**config.mk**
```make
export PLATFORM = sky130hd
export DESIGN_NAME = cache_assoc_fill
export DESIGN_NICKNAME = d
export VERILOG_FILES = /design/src/rtl/cache_assoc_fill_pkg.sv /design/src/rtl/cache_assoc_fill_way.sv /design/src/rtl/cache_assoc_fill.sv
export SDC_FILE = /design/constraint.sdc
export NUM_CORES = 1
export LEC_CHECK = 0
export BUFFER_PORTS_ARGS = -buffer_cell sky130_fd_sc_hd__buf_2
export CAP_MARGIN = 5
export CORE_MARGIN = 5
export CORE_UTILIZATION = 23
export CTS_CLUSTER_SIZE = 25
export DETAILED_ROUTE_END_ITERATION = 10
export GPL_ROUTABILITY_DRIVEN = 0
export PLACE_DENSITY = 0.4
export SLEW_MARGIN = 30
export SYNTH_ARGS = -nofsm -noshare
export SYNTH_HDL_FRONTEND = slang
export SYNTH_SLANG_ARGS = --single-unit
```
**constraint.sdc**
```tcl
create_clock -name clk -period 7.37 [get_ports clk]
set_clock_uncertainty 0.15 [all_clocks]
set_input_delay 0.737 -clock clk [delete_from_list [all_inputs] [get_ports clk]]
set_output_delay 0.737 -clock clk [all_outputs]
set_load 0.01 [all_outputs]
```
**src/rtl/cache_assoc_fill_pkg.sv**
```systemverilog
// Shared types and sizing helpers for the fully-associative fill cache.
package cache_assoc_fill_pkg;

    typedef enum logic {IDLE = 1'b0, FILL = 1'b1} fill_state_t;

    function automatic int offset_width(input int block_size);
        return $clog2(block_size);
    endfunction

    function automatic int vidx_width(input int num_ways);
        return (num_ways > 1) ? $clog2(num_ways) : 1;
    endfunction

endpackage

```
**src/rtl/cache_assoc_fill_way.sv**
```systemverilog
// One cache line: valid bit, tag, byte storage and the tag comparator.
module cache_way
    import cache_assoc_fill_pkg::*;
#(
    parameter int TAG_WIDTH  = 12,
    parameter int BLOCK_SIZE = 8,
    localparam int OFF_W     = offset_width(BLOCK_SIZE)
) (
    input  logic                 clk,
    input  logic                 rst,
    input  logic [TAG_WIDTH-1:0] lookup_tag,
    input  logic [OFF_W-1:0]     lookup_off,
    input  logic                 wr_en,
    input  logic [OFF_W-1:0]     wr_off,
    input  logic [7:0]           wr_data,
    input  logic                 tag_load,
    input  logic [TAG_WIDTH-1:0] tag_in,
    input  logic                 set_valid,
    input  logic                 clr_valid,
    output logic                 hit,
    output logic [7:0]           rdata
);

    logic                 valid_q, valid_d;
    logic [TAG_WIDTH-1:0] tag_q, tag_d;
    logic [7:0]           data_q [BLOCK_SIZE];

    // A completing fill must survive a same-cycle flush, so set wins over clear.
    always_comb begin
        valid_d = valid_q;
        tag_d   = tag_q;
        if (clr_valid) valid_d = 1'b0;
        if (set_valid) valid_d = 1'b1;
        if (tag_load)  tag_d   = tag_in;
    end

    always_ff @(posedge clk or posedge rst) begin
        if (rst) valid_q <= 1'b0;
        else     valid_q <= valid_d;
    end

    // NOTE: tag and byte storage carry no reset; valid_q gates every use of them.
    always_ff @(posedge clk) begin
        tag_q <= tag_d;
        if (wr_en) data_q[wr_off] <= wr_data;
    end

    assign hit   = valid_q && (tag_q == lookup_tag);
    assign rdata = hit ? data_q[lookup_off] : 8'h00;

endmodule

```
**src/rtl/cache_assoc_fill.sv**
```systemverilog
// Fully-associative read-allocate byte cache with round-robin victims and a
// critical-byte-first line-fill engine on a byte-wide memory port.
module cache_assoc_fill
    import cache_assoc_fill_pkg::*;
#(
    parameter int NUM_WAYS    = 2,
    parameter int TAG_WIDTH   = 12,
    parameter int BLOCK_SIZE  = 8,
    localparam int OFF_W      = offset_width(BLOCK_SIZE),
    localparam int VIDX       = vidx_width(NUM_WAYS),
    localparam int ADDR_WIDTH = TAG_WIDTH + OFF_W
) (
    input  logic                  clk,
    input  logic                  rst,
    input  logic                  cpu_en,
    input  logic                  cpu_wr,
    input  logic [ADDR_WIDTH-1:0] cpu_addr,
    input  logic [7:0]            cpu_wdata,
    input  logic                  flush,
    output logic                  cpu_hit,
    output logic [7:0]            cpu_rdata,
    output logic                  cpu_stall,
    output logic                  mem_req,
    output logic [ADDR_WIDTH-1:0] mem_addr,
    input  logic                  mem_ack,
    input  logic [7:0]            mem_rdata
);

    fill_state_t          state_q, state_d;
    logic [TAG_WIDTH-1:0] fill_tag_q, fill_tag_d;
    logic [VIDX-1:0]      fill_way_q, fill_way_d;
    logic [OFF_W-1:0]     fill_off_q, fill_off_d;
    logic [OFF_W-1:0]     start_off_q, start_off_d;
    logic [VIDX-1:0]      victim_q, victim_d;
    logic                 mem_req_q, mem_req_d;
    logic                 cpu_stall_q, cpu_stall_d;

    logic [TAG_WIDTH-1:0] cpu_tag;
    logic [OFF_W-1:0]     cpu_off;
    logic [NUM_WAYS-1:0]  way_hit;
    logic [7:0]           way_rdata [NUM_WAYS];
    logic [VIDX-1:0]      hit_idx;
    logic                 start_fill, fill_done, last_byte;

    logic [NUM_WAYS-1:0]  way_wr_en, way_tag_load, way_set_valid, way_clr_valid;
    logic [OFF_W-1:0]     wr_off;
    logic [7:0]           wr_data;

    assign cpu_tag = cpu_addr[ADDR_WIDTH-1:OFF_W];
    assign cpu_off = cpu_addr[OFF_W-1:0];

    for (genvar w = 0; w < NUM_WAYS; w++) begin : g_way
        cache_way #(.TAG_WIDTH(TAG_WIDTH), .BLOCK_SIZE(BLOCK_SIZE)) u_way (
            .clk       (clk),
            .rst       (rst),
            .lookup_tag(cpu_tag),
            .lookup_off(cpu_off),
            .wr_en     (way_wr_en[w]),
            .wr_off    (wr_off),
            .wr_data   (wr_data),
            .tag_load  (way_tag_load[w]),
            .tag_in    (fill_tag_q),
            .set_valid (way_set_valid[w]),
            .clr_valid (way_clr_valid[w]),
            .hit       (way_hit[w]),
            .rdata     (way_rdata[w])
        );
    end

    // Descending scan leaves the lowest matching index in hit_idx.
    always_comb begin
        hit_idx = '0;
        for (int w = NUM_WAYS - 1; w >= 0; w--) begin
            if (way_hit[w]) hit_idx = VIDX'(w);
        end
    end

    assign cpu_hit   = |way_hit;
    assign cpu_rdata = cpu_hit ? way_rdata[hit_idx] : 8'h00;

    assign start_fill = (state_q == IDLE) && cpu_en && !cpu_wr && !cpu_hit;
    assign last_byte  = (fill_off_q + OFF_W'(1)) == start_off_q;
    assign fill_done  = (state_q == FILL) && mem_ack && last_byte;

    // FSM state register.
    always_ff @(posedge clk or posedge rst) begin
        if (rst) state_q <= IDLE;
        else     state_q <= state_d;
    end

    // FSM next state.
    always_comb begin
        state_d = state_q;
        case (state_q)
            IDLE:    if (start_fill) state_d = FILL;
            FILL:    if (fill_done)  state_d = IDLE;
            default: state_d = IDLE;
        endcase
    end

    // FSM outputs: per-way write, tag and valid controls.
    always_comb begin
        way_wr_en     = '0;
        way_tag_load  = '0;
        way_set_valid = '0;
        way_clr_valid = {NUM_WAYS{flush}};
        wr_off        = (state_q == FILL) ? fill_off_q : cpu_off;
        wr_data       = (state_q == FILL) ? mem_rdata : cpu_wdata;
        for (int w = 0; w < NUM_WAYS; w++) begin
            if (state_q == IDLE && cpu_en && cpu_wr && cpu_hit && hit_idx == VIDX'(w))
                way_wr_en[w] = 1'b1;
            if (state_q == FILL && mem_ack && fill_way_q == VIDX'(w))
                way_wr_en[w] = 1'b1;
            if (fill_done && fill_way_q == VIDX'(w)) begin
                way_tag_load[w]  = 1'b1;
                way_set_valid[w] = 1'b1;
            end
            if (start_fill && victim_q == VIDX'(w))
                way_clr_valid[w] = 1'b1;
        end
    end

    // Fill engine and victim pointer.
    always_comb begin
        fill_tag_d  = fill_tag_q;
        fill_way_d  = fill_way_q;
        fill_off_d  = fill_off_q;
        start_off_d = start_off_q;
        victim_d    = victim_q;
        mem_req_d   = mem_req_q;
        cpu_stall_d = cpu_stall_q;
        if (start_fill) begin
            fill_tag_d  = cpu_tag;
            fill_way_d  = victim_q;
            fill_off_d  = cpu_off;
            start_off_d = cpu_off;
            mem_req_d   = 1'b1;
            cpu_stall_d = 1'b1;
        end else if (state_q == FILL && mem_ack) begin
            fill_off_d = fill_off_q + OFF_W'(1);
            if (last_byte) begin
                victim_d    = (victim_q == VIDX'(NUM_WAYS - 1)) ? '0 : victim_q + VIDX'(1);
                mem_req_d   = 1'b0;
                cpu_stall_d = 1'b0;
            end
        end
    end

    always_ff @(posedge clk or posedge rst) begin
        if (rst) begin
            fill_tag_q  <= '0;
            fill_way_q  <= '0;
            fill_off_q  <= '0;
            start_off_q <= '0;
            victim_q    <= '0;
            mem_req_q   <= 1'b0;
            cpu_stall_q <= 1'b0;
        end else begin
            fill_tag_q  <= fill_tag_d;
            fill_way_q  <= fill_way_d;
            fill_off_q  <= fill_off_d;
            start_off_q <= start_off_d;
            victim_q    <= victim_d;
            mem_req_q   <= mem_req_d;
            cpu_stall_q <= cpu_stall_d;
        end
    end

    assign mem_req   = mem_req_q;
    assign cpu_stall = cpu_stall_q;
    assign mem_addr  = {fill_tag_q, fill_off_q};

endmodule

```
==> results of run 1 <==
cell usage in the layout (no fill, tap or decap), drive strengths merged, types with 3 or more instances in the layout:
| master | instances |
|---|---|
| nor2 | 5 |
| nand2 | 9 |
| mux2i | 11 |
| xnor2 | 28 |
| nor3 | 17 |
| nand3 | 10 |
| o21ai | 8 |
| bufinv | 3 |
| inv | 15 |
| dfrtp | 24 |
| buf | 71 |
| edfxtp | 152 |
| clkbuf | 17 |
| mux2 | 30 |
| mux4 | 32 |
| nand4 | 5 |
logic make-up (layout without fill, tap and decap cells):
logic type / count (synthesis) / after routing / synth area share
buf+inv: 28 / 110 / 0.0182
mux: 73 / 73 / 0.165
simple gates: 57 / 57 / 0.0456
fa+ha+maj: 1 / 1 / 0.00172
compound gates: 24 / 24 / 0.0249
xor+xnor: 30 / 30 / 0.0360
flops: 176 / 176 / 0.708
critical path: cells and delay by family:
kind | cells | cell delay (ps)
AND/OR/NAND/NOR | 1 | 130
buffers and inverters | 3 | 810
multiplexers | 2 | 890
AO/OA/AOI/OAI | 1 | 160
per-layer routing:
layer  global-route usage  vias up  wire (µm)  part of all wire
li1                     -     1680          -                 -
met1                0.137     1917       8060              0.45
met2                0.174       86       8860              0.50
met3               0.0259        8        838             0.047
met4               0.0248        0        124            0.0069
met5                    0        -          0                 0
metrics by stage:
step	setup WS, ps	util	cell area [µm²]	hold WS (ps)
6_report	3730	0.281	8810	231
5_1_grt	3510	0.281	8810	284
4_1_cts	3620	0.280	8790	248
3_5_place_dp	3410	0.260	8160	347
3_3_place_gp	3300	0.258	8090	332
2_1_floorplan	4200	-	7290	314
sequential cells by signal, indices dropped and copies added (netlist names):
name                 cells
g_way.u_way.valid_q      2
victim_q                 1
start_off_q              3
fill_tag_q              12
fill_way_q               1
state_q                  1
g_way.u_way.data_q     128
g_way.u_way.tag_q       24
fill_off_q               3
mem_req                  1
area by class of cell:
class	count	area, µm²
fill	3159	22600
sequential	176	5170
multi-input combinational	185	2100
tap	402	503
clock buffer	17	425
timing repair buffer	71	385
clock inverter	14	199
inverter	8	30.0
worst max-delay path by stage:
stage | from | end | slack [ps] | cells after the start
6_report | cpu_addr[0] | cpu_rdata[1] | 3730 | 7
5_1_grt | cpu_addr[9] | cpu_rdata[1] | 3510 | 7
4_1_cts | cpu_addr[0] | cpu_rdata[3] | 3620 | 7
3_5_place_dp | cpu_addr[9] | g_way[1].u_way.data_q[3][1] | 3410 | 6
3_3_place_gp | cpu_addr[8] | g_way[1].u_way.data_q[4][6] | 3300 | 6
2_1_floorplan | cpu_addr[0] | cpu_rdata[0] | 4200 | 6
power by group through the flow:
stage          registers, mW  logic (mW)  clock network (mW)
3_5_place_dp            1.44       0.588                   0
2_1_floorplan           1.40       0.355                   0
6_report                1.41       0.579               0.960
5_1_grt                 1.44       0.631                1.02
4_1_cts                 1.42       0.591               0.984
3_3_place_gp            1.43       0.567                   0
==> results.cfg, run 1 <==
[power_and_ir_drop]
power_density_nw_per_um2 = 335
combPwrFrac = 0.196
power.total_mw = 2.95
power_frac_clock = 0.325
switching_share = 0.295
p_switching_mw = 0.873
p_seq_frac = 0.479
irDropWorstVdd_v = 0.000180
power_leakage_nw = 2.96
p_int_mw = 2.08

[layout]
area_growth_pct = 20.8
final_cells = 873
diodes = 0
final_nets = 497
drive_above_1_share = 0.399

[yosys]
synth-seq-cells = 176
yosysSeqAreaShare = 0.708
yosysWarnings = 0
synthDistinctLibCells = 41
synthMostInstantiatedCell = edfxtp_1
ys.flop_type = edfxtp_1
async_flop_share = 0.136
synth_enable_flop_cells = 152
synth_area_um2 = 7290
syn_inst = 389
synthTopCellsByArea = edfxtp_1 (63%), mux4_2 (9.9%), dfrtp_1 (8.2%)
netlist.area_leader.share = 0.626
yosys-top-cells-count = edfxtp_1 (152), mux4_2 (32), xnor2_1 (28)
syn_avg_cell_area_um2 = 18.7
synth_top_area_cell = edfxtp_1
syn-num-nets = 427

[floorplanning]
io_pins = 63
placementRows = 65
design.core.area_um2 = 31400
die_y_um = 188
die_w_um = 188
dieArea_um2 = 35400
start_util = 0.232

[clock_tree]
clk-insertion-delay-late_ps = 420
ctsLongestPathBuffers = 2
htree_levels = 4
hold_buffers = 0
cts_setup_buffers = 0
path_clk_slew_ps = 60
cts_tree = done
cts-root-buf = clkbuf_16
cts_resized = 0
numCtsBuffers = 17
clock_sinks = 176

[place]
port_buffers = 62
dp.cells = 842
hpwlAfterDp_mm = 12.3

[timing]
post-route-period-util = 0.494
maxSlewViolCount = 0
hold_viol_final = 0
fmax_mhz = 275
worst_pin_slew_ps = 933
maxSlewHeadroom = 0.375
setup_viol = 0
tns_ps = 0
rsz0062_at_grt = no
final.min_clock_period_ps = 3640

[global_route]
grt_usage = 0.104
grt_pass1_vias = 4071
grt_max_degree = 38
grt_overflow_total = 0
grt_pass1_wl_mm = 27.0
antenna_found_initial = 0

[outcome]
outcome = completed

[flow_run]
maxCapViolCount = 0

[drt]
drt_iter0_markers = 232
wl_mm = 17.9
wl_per_cell_um = 20.5
postRouteAntennaNets = 0
drc = 0
drtPass1Iterations = 4
via_per_inst = 4.23
vias = 3691

[critical_path]
start_kind = input pin
crit_chain = buf_2, buf_4, mux4_2, mux2_2, nand3_1, o21ai_0, buf_2
r2r_slack_ps = 4190
r2r-start = g_way[1].u_way.tag_q[6]
end_kind = output port
cp_data_arrival_time_ps = 2760
worst_path_most_repeated_cell = buf_2
cp_max_fo = 37
reg2reg_depth = 5
r2r-end = g_way[1].u_way.data_q[7][5]
slowest_stage = mux4_2
crit_type = input pin to output port
cpPeakStageDelay_ps = 610
required_ps = 6480

[worst_hold_path]
hold_path_class = input pin to asynchronous set/reset pin
No activity file was read; power rests on OpenSTA's default activity.
==> inputs of run 2 (changes only) <==
PLACE_DENSITY = 0.41   (was 0.4)
clock period = 3.2 ns   (was 7.37 ns; I/O delays follow)
==> results.cfg, run 2 (synthesized netlist as in run 1, its figures left out) <==
[critical_path]
start_kind = register
end_kind = output port
path_buf_inv = 1
cpPeakStageDelay_ps = 720
cpLargestDelayFamily = simple AND/OR/NAND/NOR gates
crit_chain = xnor2_1, nand4_1, or4_4, o21ai_0, buf_2
slowest_stage = or4_4
crit_type = register to output port
required_ps = 2730
cp_data_arrival_time_ps = 2500
cp_max_fo = 17

[layout]
drive_above_1_share = 0.381
final_common_cell = edfxtp_1
post-route-util = 0.280
seq_area_um2 = 5160
final_cell_mix = edfxtp_1 (152), buf_2 (62), mux4_2 (32)
fillers = 3189
diodes = 0
top_regs = g_way.u_way.data_q: 128 flops, g_way.u_way.tag_q: 24 flops, fill_tag_q: 12 flops
final_nets = 513
top_register = g_way.u_way.data_q
multiInputGateArea_um2 = 2000
largest_reg_flops = 128
area_growth_pct = 20.5

[power_and_ir_drop]
power.total_mw = 6.48
irDropWorstVdd_v = 0.000392
power_density_nw_per_um2 = 738
power_leakage_nw = 3.01

[clock_tree]
clk-insertion-delay-late_ps = 420
htree_levels = 4
path_clk_slew_ps = 60
cts_resized = 0
ctsLongestPathBuffers = 2
cts-root-buf = clkbuf_16
cts_tree = done
numCtsBuffers = 17
cts_setup_buffers = 0
clock_sinks = 176

[worst_hold_path]
hold_path_class = input pin to register

[global_route]
grt_max_degree = 38
grt_usage = 0.0991
antenna_found_initial = 0
grt_pass1_vias = 4081
grt_pass1_wl_mm = 26.0
grt_overflow_total = 0

[floorplanning]
die_w_um = 188
start_util = 0.232
dieArea_um2 = 35400
placementRows = 65
design.core.area_um2 = 31400
die_y_um = 188
io_pins = 63

[timing]
maxSlewHeadroom = 0.554
tns_ps = 0
worst_pin_slew_ps = 670
fmax_mhz = 337
hold-worst-slack_ps = 34.8
fin_ws_ps = 231
maxSlewViolCount = 0
setup_viol = 0
rsz0062_at_grt = no
hold_viol_final = 0
post-route-period-util = 0.928
final.min_clock_period_ps = 2970

[place]
port_buffers = 62
pre_cts_ws_ps = 506
hpwlAfterDp_mm = 11.5

[drt]
drt_iter0_markers = 189
drtPass1Iterations = 4
drc = 0
wl_per_cell_um = 19.1
vias = 3786
via_per_inst = 4.25
postRouteAntennaNets = 0
wl_mm = 17.0

[outcome]
outcome = completed

[flow_run]
maxCapViolCount = 0
-- run 2: changes by cell type in the layout (fill, tap and decap cells not counted), moves of 2 or more --
| cell | before | now |
|---|---|---|
| buf_4 | 6 | 22 |
| nor3_1 | 3 | 17 |
| nor3_2 | 10 | 0 |
| clkinv_2 | 0 | 4 |
| nor3_4 | 4 | 0 |
| buf_2 | 64 | 62 |
| bufinv_16 | 3 | 1 |
| clkinvlp_4 | 2 | 0 |
-- run 2: worst paths after layout --
| path | start | to | slack, ps | depth (start not counted) |
|---|---|---|---|---|
| worst max-delay path | g_way[0].u_way.tag_q[6] | cpu_rdata[0] | 230 | 5 |
| min in group asynchronous | rst | fill_tag_q[0] | 360 | 3 |
| worst max register to register | g_way[0].u_way.tag_q[6] | g_way[0].u_way.data_q[0][6] | 660 | 6 |
| worst min register to register | victim_q | g_way[1].u_way.valid_q | 360 | 1 |
| max in group asynchronous | rst | fill_tag_q[7] | 2150 | 3 |
| worst min-delay path | cpu_addr[6] | fill_tag_q[3] | 30 | 2 |
-- run 2: layout make-up --
cell class	instances	share of cell area
clock buffer	18	0.0488
inverter	8	0.00342
clock inverter	14	0.0150
sequential	176	0.588
timing repair buffer	87	0.0598
multi-input combinational	185	0.228
tap	402	0.0572
-- run 2: metal layers --
| metal | vias to the layer above | global-route usage | routed length [µm] |
|---|---|---|---|
| li1 | 1714 | - | - |
| met1 | 1982 | 0.132 | 8060 |
| met2 | 79 | 0.163 | 8110 |
| met3 | 11 | 0.0257 | 667 |
| met4 | 0 | 0.0237 | 180 |
| met5 | - | 0 | 0 |
-- run 2: power by group --
group | internal, mW | total (mW) | switching, mW
combinational | 0.552 | 1.28 | 0.729
sequential | 2.99 | 3.22 | 0.223
clock | 1.09 | 1.98 | 0.895
-- run 2: stage by stage --
stage / std cells / cell area, µm²
detailed placement: 857 / 8220
global route: 890 / 8790
global placement: 857 / 8220
finish: 890 / 8790
CTS: 890 / 8790
floorplan: 389 / 7290
-- run 2: timing repair --
action	CTS	global route
endpoints found under the hold margin	24	0
hold buffers	1	0
endpoints found under the setup margin	0	0
==> inputs of run 3 (changes only) <==
ABC_AREA = 1   (was default)
==> results.cfg, run 3 <==
[outcome]
outcome = completed

[drt]
via_per_inst = 4.13
wl_per_cell_um = 15.9
drtPass1Iterations = 4
drt_iter0_markers = 330
wl_mm = 20.1
vias = 5213
drc = 0
postRouteAntennaNets = 0

[yosys]
synth_compound_area_frac = 0.0918
synthDistinctLibCells = 32
syn_avg_cell_area_um2 = 10.7
synthMostInstantiatedCell = nand2_1
synthMuxAreaShare = 0.0104
synth_xor_area_frac = 0.00680
syn_inst = 720
yosysWarnings = 0
ys.flop_type = edfxtp_1
synth_area_um2 = 7730
netlist.area_leader.share = 0.591
async_flop_share = 0.136
synth-seq-cells = 176
synthTopCellsByArea = edfxtp_1 (59%), nand2_1 (12%), dfrtp_1 (7.8%)
synth_enable_flop_cells = 152
syn-num-nets = 758
yosysSeqAreaShare = 0.668
synthAdderAreaFrac = 0.00162
synthSimpleGateAreaFrac = 0.172
synth_top_family_by_area = simple AND/OR/NAND/NOR gates
yosys-top-cells-count = nand2_1 (252), edfxtp_1 (152), a21oi_1 (50)
synth_top_area_cell = edfxtp_1

[critical_path]
cpPeakStageDelay_ps = 470
slowest_stage = o21ai_0
cp_max_fo = 8
required_ps = 2730
reg2reg_depth = 6
worst_path_most_repeated_cell = nor2_1
r2r_slack_ps = 740
r2r-end = g_way[1].u_way.data_q[6][2]
cp_data_arrival_time_ps = 2470
crit_chain = inv_1, nor2_1, nor3_1, nand3_1, nor2_1, nand2_1, o21ai_0, buf_2
r2r-start = state_q
start_kind = register
end_kind = output port
crit_type = register to output port

[global_route]
grt_pass1_wl_mm = 31.4
antenna_found_initial = 0
grt_pass1_vias = 5273
grt_usage = 0.108
grt_max_degree = 66
grt_overflow_total = 0

[timing]
post-route-period-util = 0.919
setup_viol = 0
worst_pin_slew_ps = 739
maxSlewViolCount = 0
hold_viol_final = 0
final.min_clock_period_ps = 2940
rsz0062_at_grt = no
tns_ps = 0
maxSlewHeadroom = 0.508
fmax_mhz = 340

[layout]
top_regs = g_way.u_way.data_q: 128 flops, g_way.u_way.tag_q: 24 flops, fill_tag_q: 12 flops
largest_reg_flops = 128
final_cell_mix = nand2_1 (252), edfxtp_1 (152), buf_2 (62)
drive_above_1_share = 0.172
diodes = 0
area_growth_pct = 19.4
post-route-util = 0.277
top_register = g_way.u_way.data_q
final_nets = 839
final_common_cell = nand2_1

[power_and_ir_drop]
power_density_nw_per_um2 = 722
irDropWorstVdd_v = 0.000323
power_leakage_nw = 3.65

[worst_hold_path]
hold_path_class = input pin to register
hp-start = cpu_addr[13]
hold_path_depth = 3
worst_hold_path.endpoint = fill_tag_q[10]

[clock_tree]
numCtsBuffers = 17
cts-root-buf = clkbuf_16
clock_sinks = 176
cts_tree = done
htree_levels = 4
cts_setup_buffers = 0
clk-insertion-delay-late_ps = 430
hold_buffers = 1
ctsLongestPathBuffers = 2
path_clk_slew_ps = 70
cts_resized = 0

[floorplanning]
start_util = 0.232
die_y_um = 193
design.core.area_um2 = 33400
io_pins = 63
die_w_um = 193
placementRows = 67
dieArea_um2 = 37400

[flow_run]
maxCapViolCount = 0

[place]
port_buffers = 62
hpwlAfterDp_mm = 13.8
[run 3: through the flow]
stage	worst slack (ps)	instance area (µm²)	power [mW]	hold slack (ps)	instances
after floorplan	836	7730	4.16	185	720
after global routing	103	9230	7.05	22.6	1261
after CTS	186	9230	6.77	4.45	1261
after global placement	579	8660	4.75	261	1229
final	260	9230	6.66	26.3	1261
after detailed placement	576	8660	4.75	264	1229
[run 3: power breakdown]
group | switching [mW] | internal [mW] | leakage, nW
sequential | 0.207 | 3.08 | 1.67
clock | 0.909 | 1.08 | 0.273
combinational | 0.963 | 0.420 | 1.70
total | 2.08 | 4.58 | 3.65
[run 3: how the worst max path moves through the flow]
stage                               to  cells past startpoint                    start  slack, ps
2_1_floorplan  g_way[1].u_way.tag_q[0]                      6            fill_off_q[0]        840
3_3_place_gp              cpu_rdata[7]                      7              cpu_addr[0]        580
3_5_place_dp              cpu_rdata[0]                      7              cpu_addr[0]        580
4_1_cts                   cpu_rdata[7]                      8  g_way[1].u_way.tag_q[9]        190
5_1_grt                   cpu_rdata[7]                      8  g_way[1].u_way.tag_q[9]        100
6_report                  cpu_rdata[7]                      8  g_way[1].u_way.tag_q[9]        260
[run 3: cells by family (layout without fill, tap and decap cells)]
group,after synthesis,after routing
DFF,176,176
adders and majority gates,1,1
muxes,8,8
and+or+nand+nor,329,329
buffers and inverters,87,180
xor gates and xnor gates,6,6
AOI/OAI and AO/OA,113,113
[run 3: final cells by class]
cell class / count / area [µm²]
well taps: 448 / 561
repair buffers: 91 / 543
flip-flops and latches: 176 / 5160
clock buffers: 17 / 425
fillers: 3590 / 24100
clock inverters: 14 / 134
multi-input cells: 457 / 2180
inverters: 58 / 218
[run 3: layer usage]
| metal | vias up | track usage | wire length [µm] |
|---|---|---|---|
| met3 | 13 | 0.0205 | 522 |
| met2 | 77 | 0.177 | 9510 |
| li1 | 2640 | - | - |
| met5 | - | 0 | 0 |
| met4 | 0 | 0.0328 | 278 |
| met1 | 2483 | 0.147 | 9790 |
[run 3: critical path, delay by kind of cell, from the launching register on]
| family | cells | cell delay [ps] |
|---|---|---|
| AO/OA/AOI/OAI | 1 | 470 |
| buffers and inverters | 2 | 310 |
| flip-flops | 1 | 430 |
| AND/OR/NAND/NOR | 5 | 820 |
